===== src/rtl/lsu_mem_stage.sv =====
// Load/store unit for the MEM stage: issues word-aligned byte-lane memory
// accesses, splits word-straddling accesses into two transactions, and
// aligns/extends load data for writeback.
module lsu_mem_stage #(
    parameter int unsigned TAG_W = 4
) (
    input  logic             clk,
    input  logic             nreset,
    input  logic             req_valid,
    output logic             req_ready,
    input  logic             req_load,
    input  logic             req_store,
    input  logic [1:0]       req_size,
    input  logic             req_signed,
    input  logic [31:0]      req_addr,
    input  logic [31:0]      req_wdata,
    input  logic [TAG_W-1:0] req_tag,
    output logic             do_read,
    output logic [31:0]      mem_addr,
    output logic [3:0]       do_write_byte,
    output logic [31:0]      mem_write_data,
    input  logic [31:0]      mem_read_data,
    output logic             rsp_valid,
    output logic [31:0]      rsp_data,
    output logic [TAG_W-1:0] rsp_tag
);

    typedef enum logic [2:0] {StIdle, StLdWait, StLd1, StLd2, StSt2} state_e;

    state_e           state_q, state_d;
    logic [31:0]      base_q, base_d;
    logic [1:0]       off_q, off_d;
    logic [1:0]       size_q, size_d;
    logic             sgn_q, sgn_d;
    logic [TAG_W-1:0] tag_q, tag_d;
    logic [31:0]      hold_q, hold_d;
    logic [3:0]       st_mask_q, st_mask_d;
    logic [31:0]      st_data_q, st_data_d;
    logic             rsp_valid_q, rsp_valid_d;
    logic [31:0]      rsp_data_q, rsp_data_d;
    logic [TAG_W-1:0] rsp_tag_q, rsp_tag_d;

    logic [1:0]  off;
    logic [31:0] base;
    logic [2:0]  nbytes;
    logic [7:0]  byte_en;
    logic [7:0]  lane_mask;
    logic [63:0] wdata64;
    logic        split;
    logic [31:0] ld_raw;
    logic [31:0] ld_ext;

    assign off  = req_addr[1:0];
    assign base = {req_addr[31:2], 2'b00};

    // Decode request size into byte count and unshifted byte enables.
    always_comb begin
        nbytes  = 3'd4;
        byte_en = 8'h0f;
        unique case (req_size)
            2'd0: begin
                nbytes  = 3'd1;
                byte_en = 8'h01;
            end
            2'd1: begin
                nbytes  = 3'd2;
                byte_en = 8'h03;
            end
            default: begin
                nbytes  = 3'd4;
                byte_en = 8'h0f;
            end
        endcase
    end

    // Lanes [3:0] go to word A, lanes [7:4] spill into word A+4.
    assign lane_mask = byte_en << off;
    assign wdata64   = {32'b0, req_wdata} << {off, 3'b000};
    assign split     = ({1'b0, off} + nbytes) > 3'd4;

    // Right-justify load bytes; in LD2 the held low bytes are merged with the
    // second word, which starts at byte position 4-o (o is nonzero for splits).
    always_comb begin
        if (state_q == StLd2) begin
            ld_raw = hold_q | (mem_read_data << (6'd32 - {1'b0, off_q, 3'b000}));
        end else begin
            ld_raw = mem_read_data >> {off_q, 3'b000};
        end
        unique case (size_q)
            2'd0:    ld_ext = {{24{sgn_q & ld_raw[7]}}, ld_raw[7:0]};
            2'd1:    ld_ext = {{16{sgn_q & ld_raw[15]}}, ld_raw[15:0]};
            default: ld_ext = ld_raw;
        endcase
    end

    // Next-state, latching and memory-port drive.
    always_comb begin
        state_d        = state_q;
        base_d         = base_q;
        off_d          = off_q;
        size_d         = size_q;
        sgn_d          = sgn_q;
        tag_d          = tag_q;
        hold_d         = hold_q;
        st_mask_d      = st_mask_q;
        st_data_d      = st_data_q;
        rsp_valid_d    = 1'b0;
        rsp_data_d     = rsp_data_q;
        rsp_tag_d      = rsp_tag_q;
        req_ready      = 1'b0;
        do_read        = 1'b0;
        mem_addr       = 32'h0;
        do_write_byte  = 4'h0;
        mem_write_data = 32'h0;
        unique case (state_q)
            StIdle: begin
                req_ready = 1'b1;
                if (req_valid) begin
                    base_d = base;
                    off_d  = off;
                    size_d = req_size;
                    sgn_d  = req_signed;
                    tag_d  = req_tag;
                    // Load wins when both flags are set.
                    if (req_load) begin
                        do_read  = 1'b1;
                        mem_addr = base;
                        state_d  = split ? StLd1 : StLdWait;
                    end else if (req_store) begin
                        mem_addr       = base;
                        do_write_byte  = lane_mask[3:0];
                        mem_write_data = wdata64[31:0];
                        if (split) begin
                            st_mask_d = lane_mask[7:4];
                            st_data_d = wdata64[63:32];
                            state_d   = StSt2;
                        end
                    end
                end
            end
            StLdWait, StLd2: begin
                rsp_valid_d = 1'b1;
                rsp_data_d  = ld_ext;
                rsp_tag_d   = tag_q;
                state_d     = StIdle;
            end
            StLd1: begin
                hold_d   = mem_read_data >> {off_q, 3'b000};
                do_read  = 1'b1;
                mem_addr = base_q + 32'd4;
                state_d  = StLd2;
            end
            StSt2: begin
                mem_addr       = base_q + 32'd4;
                do_write_byte  = st_mask_q;
                mem_write_data = st_data_q;
                state_d        = StIdle;
            end
            default: state_d = StIdle;
        endcase
        // Keep the memory port quiet and refuse requests while in reset.
        if (!nreset) begin
            req_ready      = 1'b0;
            do_read        = 1'b0;
            mem_addr       = 32'h0;
            do_write_byte  = 4'h0;
            mem_write_data = 32'h0;
        end
    end

    // State and datapath registers.
    always_ff @(posedge clk or negedge nreset) begin
        if (!nreset) begin
            state_q     <= StIdle;
            base_q      <= 32'h0;
            off_q       <= 2'h0;
            size_q      <= 2'h0;
            sgn_q       <= 1'b0;
            tag_q       <= '0;
            hold_q      <= 32'h0;
            st_mask_q   <= 4'h0;
            st_data_q   <= 32'h0;
            rsp_valid_q <= 1'b0;
            rsp_data_q  <= 32'h0;
            rsp_tag_q   <= '0;
        end else begin
            state_q     <= state_d;
            base_q      <= base_d;
            off_q       <= off_d;
            size_q      <= size_d;
            sgn_q       <= sgn_d;
            tag_q       <= tag_d;
            hold_q      <= hold_d;
            st_mask_q   <= st_mask_d;
            st_data_q   <= st_data_d;
            rsp_valid_q <= rsp_valid_d;
            rsp_data_q  <= rsp_data_d;
            rsp_tag_q   <= rsp_tag_d;
        end
    end

    assign rsp_valid = rsp_valid_q;
    assign rsp_data  = rsp_data_q;
    assign rsp_tag   = rsp_tag_q;

endmodule

===== config.mk =====
export PLATFORM = sky130hd
export DESIGN_NAME = lsu_mem_stage
export DESIGN_NICKNAME = d
export VERILOG_FILES = /design/src/rtl/lsu_mem_stage.sv
export SDC_FILE = /design/constraint.sdc
export NUM_CORES = 1
export LEC_CHECK = 0
export CAP_MARGIN = 15
export CELL_PAD_IN_SITES_DETAIL_PLACEMENT = 2
export CELL_PAD_IN_SITES_GLOBAL_PLACEMENT = 2
export CORE_MARGIN = 1.5
export CORE_UTILIZATION = 30
export DETAILED_ROUTE_END_ITERATION = 10
export PLACE_DENSITY = 0.94
export SLEW_MARGIN = 15
export SYNTH_ARGS = -nofsm -noshare
export SYNTH_HDL_FRONTEND = slang
export SYNTH_SLANG_ARGS = --single-unit

===== constraint.sdc =====
create_clock -name clk -period 3.95 [get_ports clk]
set_input_delay 0.395 -clock clk [delete_from_list [all_inputs] [get_ports clk]]
set_output_delay 0.395 -clock clk [all_outputs]
set_load 0.05 [all_outputs]

==> results of run 1 <==
## synthesized netlist by cell type (7+ instances only)
| library cell | count |
|---|---|
| nand2_1 | 166 |
| dfrtp_1 | 138 |
| o21ai_0 | 95 |
| nor2_1 | 86 |
| mux2_2 | 74 |
| clkbuf_1 | 46 |
| mux2i_1 | 42 |
| a21oi_1 | 33 |
| a22oi_1 | 25 |
| a211oi_1 | 24 |
| nor2b_1 | 24 |
| xor2_1 | 16 |
| o311ai_0 | 14 |
| xnor2_1 | 14 |
| inv_1 | 12 |
| nand3_1 | 12 |
| buf_2 | 11 |
| and2_1 | 10 |
| nand4_1 | 10 |
| a21o_1 | 8 |
| a221oi_1 | 7 |
| mux4_2 | 7 |
| o211ai_1 | 7 |
## registers in the layout (all words and copies together), names as in the netlist, 2 cells and up
signal,cells
base_q,30
hold_q,32
off_q,2
rsp_data,32
rsp_tag,4
size_q,2
st_data_q,24
st_mask_q,3
state_q,3
tag_q,4
## worst reg2reg max path, cell delays in order (launching register included)
cell and delay (ps):
dfrtp_2 400, inv_1 390, ha_1 640, or2_2 400
nor2_1 80, o32a_1 350, a21boi_4 510, o2bb2ai_1 210
## metrics by stage
step / cells / cell area (µm²)
global route: 1546 / 12270
floorplan: 966 / 8660
detailed placement: 1509 / 11660
finish: 1546 / 12270
CTS: 1542 / 12250
global placement: 1509 / 11660
## power by group through the flow
stage	registers, mW	clock network (mW)	logic [mW]
finish	2.70	1.62	5.23
global placement	2.62	0	4.90
CTS	2.70	1.65	5.25
detailed placement	2.71	0	5.18
global route	2.78	1.70	5.58
floorplan	3.12	0	2.80
## final cells by class
class                   count  area (µm²)  area share
inverters                  12       45.04    0.003672
diodes                      4       10.01   0.0008161
multi-input cells         744        4832      0.3940
clock buffers              19       442.9     0.03611
flip-flops and latches    138        3455      0.2816
clock inverters            13       141.4     0.01153
repair buffers            232        2859      0.2331
well taps                 384       480.5     0.03917
## layer usage
metal / up-vias / track usage / share of wire
met2: 269 / 0.4573 / 0.52
met5: - / 0 / 0
met1: 4417 / 0.3017 / 0.41
li1: 3780 / - / -
met4: 0 / 0.1072 / 0.035
met3: 75 / 0.03914 / 0.037
## worst max path at each step
stage | start | end | slack [ps] | depth (start not counted)
after detailed placement | req_size[1] | st_data_q[17] | 300 | 9
after CTS | nreset | mem_addr[29] | 180 | 8
after global placement | req_size[1] | st_data_q[7] | 620 | 9
after floorplan | state_q[1] | do_write_byte[2] | 870 | 7
final | state_q[1] | mem_addr[3] | 370 | 5
after global routing | state_q[1] | mem_addr[3] | 190 | 5
## repair_timing
action                                 CTS  global route
endpoints found under the hold margin   33             0
setup endpoints to repair                0             5
resized for setup                        0             1
hold buffers                             1             0
## cells by family after synthesis
kind of cell	after synthesis	share of synthesized area
adder cells (fa/ha/maj)	6	0.009252
AND/OR/NAND/NOR	344	0.1764
flip-flops	138	0.3990
multiplexers	124	0.1648
other	1	0.0004332
buffers and inverters	84	0.04452
AO/OA/AOI/OAI	238	0.1753
XOR/XNOR	30	0.03036
==> run_results.csv, run 1 <==
group,metric,value,unit
worst_hold_path,hold_depth,2,
synthesis,yosys_most_used_dff,"dfrtp_1",
global_routing,grt_use_total,0.2545,
layout,post-route-util,0.4297,
cts,clk_latency,430,ps
synthesis,postSynthCellCount,965,
timing,hold_viol,0,
die,die-area,29880,µm²
global_routing,grt_pass1_vias,9674,
timing,post-route-min-period,3584,ps
setup_path,path_buf_inv,1,
setup_path,worst-r2r-setup-slack,830,ps
layout,syn_to_final_growth,41.70,%
global_routing,antenna_found_initial,4,
synthesis,synth_area_leaders,"dfrtp_1 40%, mux2_2 9.6%, nand2_1 7.2%",
drt,wire_per_inst,24.41,µm
drt,wl,37.73,mm
drt,vias,8541,
run_status,status,"complete, no violations",
setup_path,crit_family,"buffers and inverters",
global_routing,grt_first_pass_wirelength,58.84,mm
die,row_count,62,
timing,hold_ws,466.6,ps
power,power_switching,4.507,mW
placement,port_buffers,212,
timing,fin_skew,11.54,ps
worst_hold_path,hold_end,"rsp_tag[3]",
power,leakagePower,4.903,nW
cts,root_buffer,"clkbuf_16",
synthesis,syn_area,8656,µm²
timing,slew_headroom,0.3261,
power,intPower,5.044,mW
drt,drt_iter0_drc,597,
cts,post_cts_buffers,0,
setup_path,end_kind,"output port",
cts,cts_tree,"done",
timing,setup_viol,0,
setup_path,crit_required,3560,ps
drt,vias_per_cell,5.525,
power,comb_power_share,0.548,
timing,max_freq,0.2791,GHz
power,p_total,9.551,mW
die,die_h,172.9,µm
die,core,28550,µm²
power,seq_power_share,0.282,
synthesis,synthArstFlopShare,1.000,
timing,rsz0062_at_grt,"false",
power,p_sw_frac,0.4719,
cts,htreeDepth,4,
synthesis,syn_area_per_cell,8.970,µm²
global_routing,grt_max_degree,70,
setup_path,r2r-start,"off_q[0]",
cts,clkSlewWorstSetupHoldPaths,60,ps
synthesis,ys_types,60,
synthesis,yosysSeqAreaShare,0.3990,
timing,fin_ws,366.4,ps
power,power.density,778.7,nW/µm²
layout,final.fill_count,3096,
timing,drv_slew,0,
synthesis,synth_top_area_frac,0.3990,
die,pin_count,215,
setup_path,crit_path_max_fanout,16,
cts,clockBufferDepth,2,
layout,final_common_cell,"nand2_1",
cts,cts_buffers,17,
setup_path,rr_worst_depth,7,
timing,worst_pin_slew,1003,ps
placement,dp_slack,303.6,ps
setup_path,cp-start-kind,"register",
synthesis,yosys.area.top_type,"dfrtp_1",
setup_path,cp.arrival,3190,ps
synthesis,synth_seq_cells,138,
drt,ant_nets,0,
worst_hold_path,min_from,"tag_q[3]",
synthesis,synth-edff-count,0,
layout,fin_nets,1258,
layout,drive_above_1_share,0.1796,
timing,period_share,0.9072,
setup_path,slowest_delay,850,ps
placement,routabilityCongestion,0.8368,
setup_path,worstPathCellList,"nor4b_4 > o21a_1 > a22oi_1 > nor2_1 > clkdlybuf4s50_1",
die,fp.dieW,172.9,µm
layout,layout_common_cells,"166 x nand2_1, 149 x clkdlybuf4s50_1, 137 x dfrtp_1",
placement,hpwlAfterDp,28.03,mm
synthesis,yosys_warnings,0,
setup_path,cp_slowest_cell,"clkdlybuf4s50_1",
power,ir_drop,0.0005115,V
timing,fin_setup_tns,0,ps
setup_path,r2r-end,"rsp_data[25]",
power,clockPowerShare,0.170,
die,initial_core_util,0.3032,
worst_hold_path,hold_path.class,"register to register",
flow_run,max_cap_violations,0,
setup_path,path_class,"register to output port",
cts,cts_sinks,138,
global_routing,grt_overflow_total,0,
drt,drt-pass1-iter-count,5,
drt,drc,0,
Power figures use the tool's default switching activity.
==> run 2: changes to the inputs <==
- CORE_MARGIN: 1.5 -> not set
==> run 2 against run 1 <==
Compared with the run above:
- critical path depth increased by 3
- via count shrank 0.23%
- hold slack improved by 12 ps
- critical path type is now input port to output port
- critical endpoint is now mem_addr[9]
- largest cell class unchanged
- largest power group unchanged
==> run_results.csv, run 2 (synthesis results as in run 1) <==
group,metric,value,unit
timing,rsz0062_at_grt,"false",
die,die_h,171.9,µm
cts,cts_sinks,138,
setup_path,cp.depth,8,
setup_path,crit_path_max_fanout,23,
die,core,28090,µm²
global_routing,grt_pass1_vias,9763,
timing,slew_headroom,0.3586,
global_routing,grt_first_pass_wirelength,58.04,mm
setup_path,r2r-start,"off_q[0]",
global_routing,grt_use_total,0.2605,
timing,fin_skew,16.40,ps
layout,multi_input_area,4830,µm²
global_routing,grt_overflow_total,0,
drt,wl,37.70,mm
global_routing,grt_max_degree,66,
die,initial_core_util,0.3082,
cts,cts_tree,"done",
setup_path,crit_family,"simple AND/OR/NAND/NOR gates",
die,row_count,61,
layout,fin_cells,1538,
setup_path,crit_required,3560,ps
drt,drt-pass1-iter-count,5,
setup_path,slowest_delay,790,ps
power,ir_drop,0.0003070,V
setup_path,crit_top_cell,"nand2_1",
cts,cts_hold_buffers,1,
setup_path,worst-r2r-setup-slack,870,ps
timing,max_freq,0.2848,GHz
setup_path,cp.arrival,3120,ps
timing,hold_viol,0,
cts,cts_buffers,17,
power,leakagePower,4.944,nW
timing,drv_slew,0,
worst_hold_path,hold_path.class,"input port to async pin",
run_status,status,"complete, no violations",
timing,setup_viol,0,
setup_path,r2r-end,"rsp_data[31]",
drt,vias,8521,
setup_path,cp-start-kind,"input port",
global_routing,antenna_found_initial,0,
cts,clkSlewWorstSetupHoldPaths,60,ps
layout,layout_common_cells,"166 x nand2_1, 145 x clkdlybuf4s50_1, 137 x dfrtp_1",
die,fp.dieW,171.9,µm
setup_path,end_kind,"output port",
drt,wire_per_inst,24.51,µm
cts,post_cts_buffers,0,
layout,regArea,3455,µm²
timing,fin_ws,439.0,ps
die,die-area,29540,µm²
die,pin_count,215,
placement,port_buffers,212,
timing,fin_setup_tns,0,ps
layout,diodes,0,
layout,drive_above_1_share,0.1819,
layout,final_common_cell,"nand2_1",
placement,numPlacedInstances,1506,
placement,routabilityCongestion,0.8747,
cts,root_buffer,"clkbuf_16",
layout,syn_to_final_growth,41.53,%
cts,clockBufferDepth,2,
timing,period_share,0.8889,
drt,vias_per_cell,5.540,
cts,cts_resized,0,
setup_path,crit_end,"mem_addr[9]",
layout,final.fill_count,2973,
cts,clk_latency,420,ps
layout,fin_nets,1261,
timing,post-route-min-period,3511,ps
timing,hold_ws,478.2,ps
drt,drt_iter0_drc,464,
cts,htreeDepth,4,
flow_run,max_cap_violations,0,
setup_path,worstPathCellList,"dlygate4sd3_1 > buf_6 > nor2b_1 > nand2_1 > and2b_1 > nand2_1 > o21ai_0 > buf_12",
power,p_total,9.526,mW
timing,worst_pin_slew,960.0,ps
setup_path,path_class,"input port to output port",
drt,ant_nets,0,
setup_path,crit_start,"nreset",
setup_path,cp_slowest_cell,"and2b_1",
drt,drc,0,
placement,hpwlAfterDp,27.89,mm
power,power.density,777.6,nW/µm²
placement,dp_slack,293.6,ps
setup_path,rr_worst_depth,7,
setup_path,path_buf_inv,3,
==> run 2: cell count changes in the layout (fill, tap and decap cells not counted), moves of 2 or more <==
cell             change
buf_4                +6
clkdlybuf4s50_1      -4
diode_2              -4
clkinvlp_4           -6
inv_6                -2
clkinv_4             +4
==> run 2: worst min path at each step <==
stage / slack (ps) / to / cells past startpoint / startpoint
final: 480 / st_data_q[22] / 2 / nreset
after CTS: 470 / st_data_q[22] / 2 / nreset
after detailed placement: 230 / st_data_q[22] / 1 / nreset
after global routing: 500 / st_data_q[22] / 2 / nreset
after floorplan: 100 / base_q[10] / 0 / nreset
after global placement: 230 / st_mask_q[0] / 1 / nreset
==> run 2: area by class of cell <==
class / instances / share of cell area
Tap cell: 378 / 0.03861
Multi-Input combinational cell: 744 / 0.3942
Clock inverter: 10 / 0.009703
Timing Repair Buffer: 235 / 0.2342
Sequential cell: 138 / 0.2820
Clock buffer: 21 / 0.03759
Inverter: 12 / 0.003677
==> run 2: routing by layer <==
layer | track usage | routed length [µm] | vias up
met3 | 0.04189 | 1802 | 93
met5 | 0 | 0 | -
met2 | 0.4594 | 18960 | 302
met1 | 0.3088 | 15400 | 4334
met4 | 0.1224 | 1541 | 0
li1 | - | - | 3792
==> run 2: per-stage QoR <==
step | util | cell area, µm²
4_1_cts | 0.4362 | 12250
6_report | 0.4362 | 12250
3_5_place_dp | 0.4152 | 11660
5_1_grt | 0.4362 | 12250
3_3_place_gp | 0.4152 | 11660
2_1_floorplan | - | 8660
==> run 2: power by group <==
part	internal (mW)	switching, mW	leakage (nW)
sequential	2.10	0.552	1.69
combinational	2.00	3.27	2.96
clock	0.964	0.650	0.287
total	5.05	4.47	4.94
==> run 3: changes to the inputs <==
- CAP_MARGIN: 15 -> 30
==> results of run 3 <==
Final layout, timing and power as in run 2 (identical DEF).
